$ cat src/rtl/alu_bus_sequencer.sv
// Control-side initiator for the ALU: latches an operation, walks the ALU latch
// enables in a fixed order, arbitrates for the shared bus and captures the result.
module alu_bus_sequencer #(
  parameter int unsigned GNT_TIMEOUT = 15,
  parameter int unsigned SETTLE      = 1
) (
  input  logic        clk,
  input  logic        rst,
  input  logic        start,
  input  logic [2:0]  op,
  input  logic [15:0] opa,
  input  logic [15:0] opb,
  output logic        busy,
  output logic        done,
  output logic        err,
  output logic [15:0] result,
  output logic [15:0] ALU_In1,
  output logic [15:0] ALU_In2,
  output logic [2:0]  ALU_Sel,
  output logic        ALU_In1_En,
  output logic        ALU_In2_En,
  output logic        ALU_Out_En,
  output logic        BUS_Tri_En,
  output logic        bus_req,
  input  logic        bus_gnt,
  input  logic [15:0] BUS_In
);

  localparam int unsigned DW = 16;
  localparam int unsigned OW = 3;
  localparam int unsigned TW = 8;
  localparam int unsigned SW = 4;
  localparam logic [OW-1:0] OP_RSVD = OW'(7);

  typedef enum logic [2:0] {
    S_IDLE, S_LOAD_A, S_LOAD_B, S_EXEC, S_REQ, S_DRIVE, S_DONE
  } state_t;

  state_t        state, state_d;
  logic [SW-1:0] settle_cnt, settle_cnt_d;
  logic [TW-1:0] tmo_cnt, tmo_cnt_d;
  logic          err_d, accept, capture;
  logic          busy_d, done_d, in1_en_d, in2_en_d, out_en_d, tri_en_d, bus_req_d;

  // Next-state logic; outputs are decoded from the next state so they register in step with it
  always_comb begin
    state_d      = state;
    settle_cnt_d = settle_cnt;
    tmo_cnt_d    = tmo_cnt;
    err_d        = 1'b0;
    accept       = 1'b0;
    capture      = 1'b0;

    case (state)
      S_IDLE: begin
        if (start) begin
          if (op == OP_RSVD) begin
            state_d = S_DONE;
            err_d   = 1'b1;
          end else begin
            accept  = 1'b1;
            state_d = S_LOAD_A;
          end
        end
      end
      S_LOAD_A: state_d = S_LOAD_B;
      S_LOAD_B: begin
        state_d      = S_EXEC;
        settle_cnt_d = SW'(SETTLE - 1);
      end
      S_EXEC: begin
        if (settle_cnt == '0) begin
          state_d   = S_REQ;
          tmo_cnt_d = '0;
        end else begin
          settle_cnt_d = settle_cnt - SW'(1);
        end
      end
      S_REQ: begin
        // A grant in the final allowed cycle still beats the timeout
        if (bus_gnt) begin
          state_d = S_DRIVE;
        end else if (tmo_cnt == TW'(GNT_TIMEOUT)) begin
          state_d = S_DONE;
          err_d   = 1'b1;
        end else begin
          tmo_cnt_d = tmo_cnt + TW'(1);
        end
      end
      S_DRIVE: begin
        capture = 1'b1;
        state_d = S_DONE;
      end
      S_DONE:  state_d = S_IDLE;
      default: state_d = S_IDLE;
    endcase

    busy_d    = (state_d != S_IDLE);
    done_d    = (state_d == S_DONE);
    in1_en_d  = (state_d == S_LOAD_A);
    in2_en_d  = (state_d == S_LOAD_B);
    out_en_d  = (state_d == S_EXEC);
    tri_en_d  = (state_d == S_DRIVE);
    bus_req_d = (state_d == S_REQ) || (state_d == S_DRIVE);
  end

  // State, counters and every output; async reset releases the bus immediately
  always_ff @(posedge clk or negedge rst) begin
    if (!rst) begin
      state      <= S_IDLE;
      settle_cnt <= '0;
      tmo_cnt    <= '0;
      busy       <= 1'b0;
      done       <= 1'b0;
      err        <= 1'b0;
      result     <= '0;
      ALU_In1    <= '0;
      ALU_In2    <= '0;
      ALU_Sel    <= '0;
      ALU_In1_En <= 1'b0;
      ALU_In2_En <= 1'b0;
      ALU_Out_En <= 1'b0;
      BUS_Tri_En <= 1'b0;
      bus_req    <= 1'b0;
    end else begin
      state      <= state_d;
      settle_cnt <= settle_cnt_d;
      tmo_cnt    <= tmo_cnt_d;
      busy       <= busy_d;
      done       <= done_d;
      err        <= err_d;
      ALU_In1_En <= in1_en_d;
      ALU_In2_En <= in2_en_d;
      ALU_Out_En <= out_en_d;
      BUS_Tri_En <= tri_en_d;
      bus_req    <= bus_req_d;
      if (accept) begin
        ALU_In1 <= DW'(opa);
        ALU_In2 <= DW'(opb);
        ALU_Sel <= op;
      end
      if (capture) begin
        result <= BUS_In;
      end
    end
  end

endmodule

$ cat config.mk
export PLATFORM = sky130hd
export DESIGN_NAME = alu_bus_sequencer
export DESIGN_NICKNAME = d
export VERILOG_FILES = /design/src/rtl/alu_bus_sequencer.sv
export SDC_FILE = /design/constraint.sdc
export NUM_CORES = 1
export LEC_CHECK = 0
export BUFFER_PORTS_ARGS = -buffer_cell sky130_fd_sc_hd__buf_2
export CORE_MARGIN = 1
export CORE_UTILIZATION = 48
export DETAILED_ROUTE_END_ITERATION = 10
export PLACE_DENSITY = 0.76
export SETUP_SLACK_MARGIN = 0.05
export SLEW_MARGIN = 10
export SYNTH_ARGS = -nofsm -noshare
export SYNTH_HDL_FRONTEND = slang
export SYNTH_SLANG_ARGS = --single-unit
$ cat constraint.sdc
create_clock -name clk -period 2.4 [get_ports clk]
set_input_delay 0.12 -clock clk [delete_from_list [all_inputs] [get_ports clk]]
set_output_delay 0.12 -clock clk [all_outputs]
set_load 0.03 [all_outputs]
After elaboration in Yosys (flattened, before gate mapping)
Cells that the tools add are included.
{"block": "totals", "out_inout_bits": 59, "ff_bits": 74, "inputBits": 55}
{"block": "op_classes", "reduce_logical": 8, "mux": 21, "n_eq_ne": 17, "n_addsub": 2}
{"op": "$mux W8", "n": 3}
{"op": "$eq A3 B3 Y1 const B", "n": 6}
{"op": "$pmux W3 S6", "n": 1}
{"op": "$pmux W8 S2", "n": 1}
{"op": "$mux W3", "n": 5}
{"op": "$eq A3 B2 Y1 const B", "n": 4}
{"op": "$add A8 B1 Y8 const B", "n": 1}
{"op": "$eq A8 B4 Y1 const B", "n": 1}
{"op": "$mux W1", "n": 8}
{"op": "$ne A2 B2 Y1 const B", "n": 4}
{"op": "$pmux W4 S2", "n": 1}
{"op": "$eq A3 B1 Y1 const B", "n": 2}
{"op": "$logic_not A4 Y1", "n": 1}
{"op": "$mux W4", "n": 1}
{"op": "$reduce_and A4 Y1", "n": 1}
{"op": "$reduce_bool A2 Y1", "n": 2}
{"op": "$sub A4 B1 Y4 const B", "n": 1}
{"op": "$logic_not A3 Y1", "n": 1}
{"op": "$reduce_bool A3 Y1", "n": 1}
{"op": "$pmux W1 S2", "n": 1}
{"op": "$reduce_and A2 Y1", "n": 1}
{"op": "$logic_or A1 B1 Y1", "n": 1}

Logic depth before layout (Yosys ltp)
{"block": "depth", "depth_word": 6, "ltp_mapped": 6, "ltp_nobuf": 6}

Worst setup path before layout
Ideal clock, no wire load.
{"block": "synth_timing", "path_kind": "flip-flop to flip-flop", "start": "register state[2]", "end": "register ALU_In2[11]", "path_stages_with_launch": 6, "t_arrival_ns": 1.745, "t_required_ns": 2.275, "synth_period_minus_slack_ns": 1.870, "setup_slack_ns": 0.530, "n_path_buf": 2, "path_cell_list": "dfrtp_1 buf_2 or4b_4 nor2_8 buf_4 mux2_2"}
{"block": "synth_via", "elab_chain_cells": 2}
{"element": "start: declaration", "line": "39", "source": "state_t state, state_d;"}
{"element": "start signal: assignment", "line": "126", "source": "state <= state_d;"}
{"element": "$logic_not A3 Y1", "line": "54", "source": "case (state)"}
{"element": "$mux W1", "line": "54"}
{"element": "end signal: assignment", "line": "139", "source": "ALU_In2 <= DW'(opb);"}
{"element": "end: declaration", "line": "18", "source": "output logic [15:0] ALU_In2,"}
No other way between the ends.
A chain may end at the register's enable or synchronous reset.

Worst setup path after layout
Same ends and word-level chain as after synthesis.

==> out/metrics.cfg <==
[outcome]
outcome = complete, no violations

[synthesis]
synth_largest_area_cell = dfrtp_1
synthTopCellsByCount = dfrtp_1 (74), mux2_2 (33), mux2_1 (15), nand2_1 (9)
ys.flop_type = dfrtp_1
synthTopCellsByArea = dfrtp_1 (62%), mux2_2 (12%), mux2_1 (5.7%)
netlist_instances = 212
synth-edff-count = 0
ys_types = 41
netlist.area_leader.share_pct = 61.95
synth_most_common_cell = dfrtp_1
postSynth.asyncResetShare_pct = 100.0
ys_seq_area_share_pct = 61.95
ys_warn_count = 0
synth_seq_cells = 74
syn_avg_cell_area_um2 = 14.10
synth_area_um2 = 2989
synth_nets = 270

[cells_and_area]
drive_gt1_share_pct = 47.22
antenna-diode-count = 0
fillers = 446
multiInputGateArea_um2 = 1075
seqCellArea_um2 = 1852
fin_area_um2 = 4069
fin_nets = 413
area_growth_pct = 36.12
fin_util_pct = 68.32

[global_route]
grt_pass1_wl_um = 10390
grt_pass1_vias = 2237
grt_most_used_layer = met2
grt_util_met2_pct = 34.20
grt_max_degree = 43
use_met1_pct = 26.60
antenna_found_initial = 0
grt-ovfl-total = 0
grt_usage_pct = 21.33
use_met3_pct = 6.404

[setup_path]
worstReg2RegStart = state[2]
critPathMaxFanout = 26
r2r-end = ALU_In2[11]
crit_buf_inv = 1
cpMaxStageDelayCell = or4b_4
path_cells = or4b_4, nor2_8, buf_12, mux2_2
reg2regPathDepth = 4
reg2reg_slack_ps = 380
critPathArrivalTime_ps = 2240
crit_type = register to register
crit_required_ps = 2630
critPathMaxStageDelay_ps = 630
start_kind = register
cp-end-kind = register
crit_cells = 4
cp_top_family = simple AND/OR/NAND/NOR gates

[timing]
final.setup.tns_ps = 0
tightest_slew_ps = 763.6
clock.fmax_ghz = 0.4959
hold_viol_final = 0
finalCritPeriodShare_pct = 84.02
relSlewSlack_pct = 48.94
worst_clock_skew_ps = 11.33
setup_violations = 0
rsz0062_at_grt = false
layout_min_cycle_time_ps = 2016
slew_viol_final = 0

[placed_design]
place.gp.congestion = 0.7581
hpwl_um = 4332
port_buffers = 113
place_area_um2 = 3643

[worst_hold_path]
min_path_type = input port to register
whs_path_depth = 2
hold_end = ALU_In2[7]
hp-start = opb[7]

[clock_network]
worstSkewPairLatency_ps = 340
post_cts_buffers = 0
path_clk_slew_ps = 80
cts_tree = built
clock-sinks = 74
clock_path_buffers = 2
cts.htree.levels = 3
cts_inserted_buffers = 9
clock-root-buffer = clkbuf_8

[route]
ant_nets = 0
post-route-drc-count = 0
drt_iter0_drc = 153
via_count = 2206
drt-total-wl_um = 6216
firstDrtPassIters = 6
vias_per_cell = 5.071
wl_per_cell_um = 14.29

[die]
die_y_um = 80.92
die-area_um2 = 6547
die_width_um = 80.92
start_util_pct = 50.19
core_area_um2 = 5956
ios = 114
std_cell_rows = 28

[flow_run]
drv_cap = 0

[pwr]
powerDensity_nw_per_um2 = 1348
p_total_w = 0.005485
ir_worst_vdd_mv = 0.9493
leakage_nw = 1.986

[logic make-up (layout without fill, tap and decap cells)]
kind of cell,after synthesis,count (layout),synth area share [%]
fa+ha+maj,3,3,1.256
compound gates,20,20,4.480
buf+inv,11,159,2.093
mux,49,49,18.42
simple gates,51,51,10.63
xor+xnor,4,4,1.172
flops,74,74,61.95
[worst max path at each step]
stage                       start     endpoint  slack [ps]
floorplan                state[2]  ALU_In2[11]         530
global placement         state[2]   ALU_In1[3]         450
detailed placement       state[2]   ALU_In2[7]         380
CTS                      state[2]   ALU_In2[7]         380
global route        settle_cnt[0]         busy         280
finish                   state[2]  ALU_In2[11]         380
[routing by layer]
layer	vias up	routed length (um)
met3	13	416
met4	0	104
met2	82	3108
met1	1065	2586
li1	1046	-
met5	-	0
[metrics by stage]
step                std cells  hold slack, ps  worst slack [ps]
floorplan                 212          -175.6             530.2
global placement          397           170.4             446.0
detailed placement        397           178.0             384.0
CTS                       434          0.3667             380.7
global route              435          0.1780             280.9
finish                    435           5.181             383.6
[report_power, final]
| group | total [W] | internal (W) | switching [W] |
|---|---|---|---|
| Combinational | 0.00244 | 0.000874 | 0.00157 |
| Sequential | 0.00206 | 0.00177 | 0.000287 |
| Clock | 0.000982 | 0.000536 | 0.000446 |
[placed cells by master (no fill, tap or decap), drive strengths merged, types with 4 or more instances in the layout]
cell type	count
inv	4
a21oi	4
nand2	9
nand2b	5
nor2	7
clkbuf	12
xnor2	4
nand3	6
mux2	48
dlygate4sd3	22
o21ai	5
and3	4
buf	117
dfrtp	74
[timing repair]
item / CTS / global route
hold buffers: 21 / 1
gates resized for setup: 0 / 0
endpoints found under the hold margin: 94 / 1
[area by class of cell]
type	count	share of cell area [%]
clock buffers	12	3.813
clock inverters	4	1.230
inverters	4	0.3690
multi-input cells	127	26.41
flip-flops and latches	74	45.51
well taps	75	2.306
repair buffers	139	20.36
[flip-flops by register name, indices dropped and copies added (netlist names)]
name,count
ALU_Out_En,1
err,1
ALU_In1_En,1
state,3
settle_cnt,4
busy,1
tmo_cnt,8
ALU_Sel,3
bus_req,1
done,1
result,16
BUS_Tri_En,1
ALU_In2_En,1
ALU_In2,16
ALU_In1,16
(Power assumes the default switching activity.)
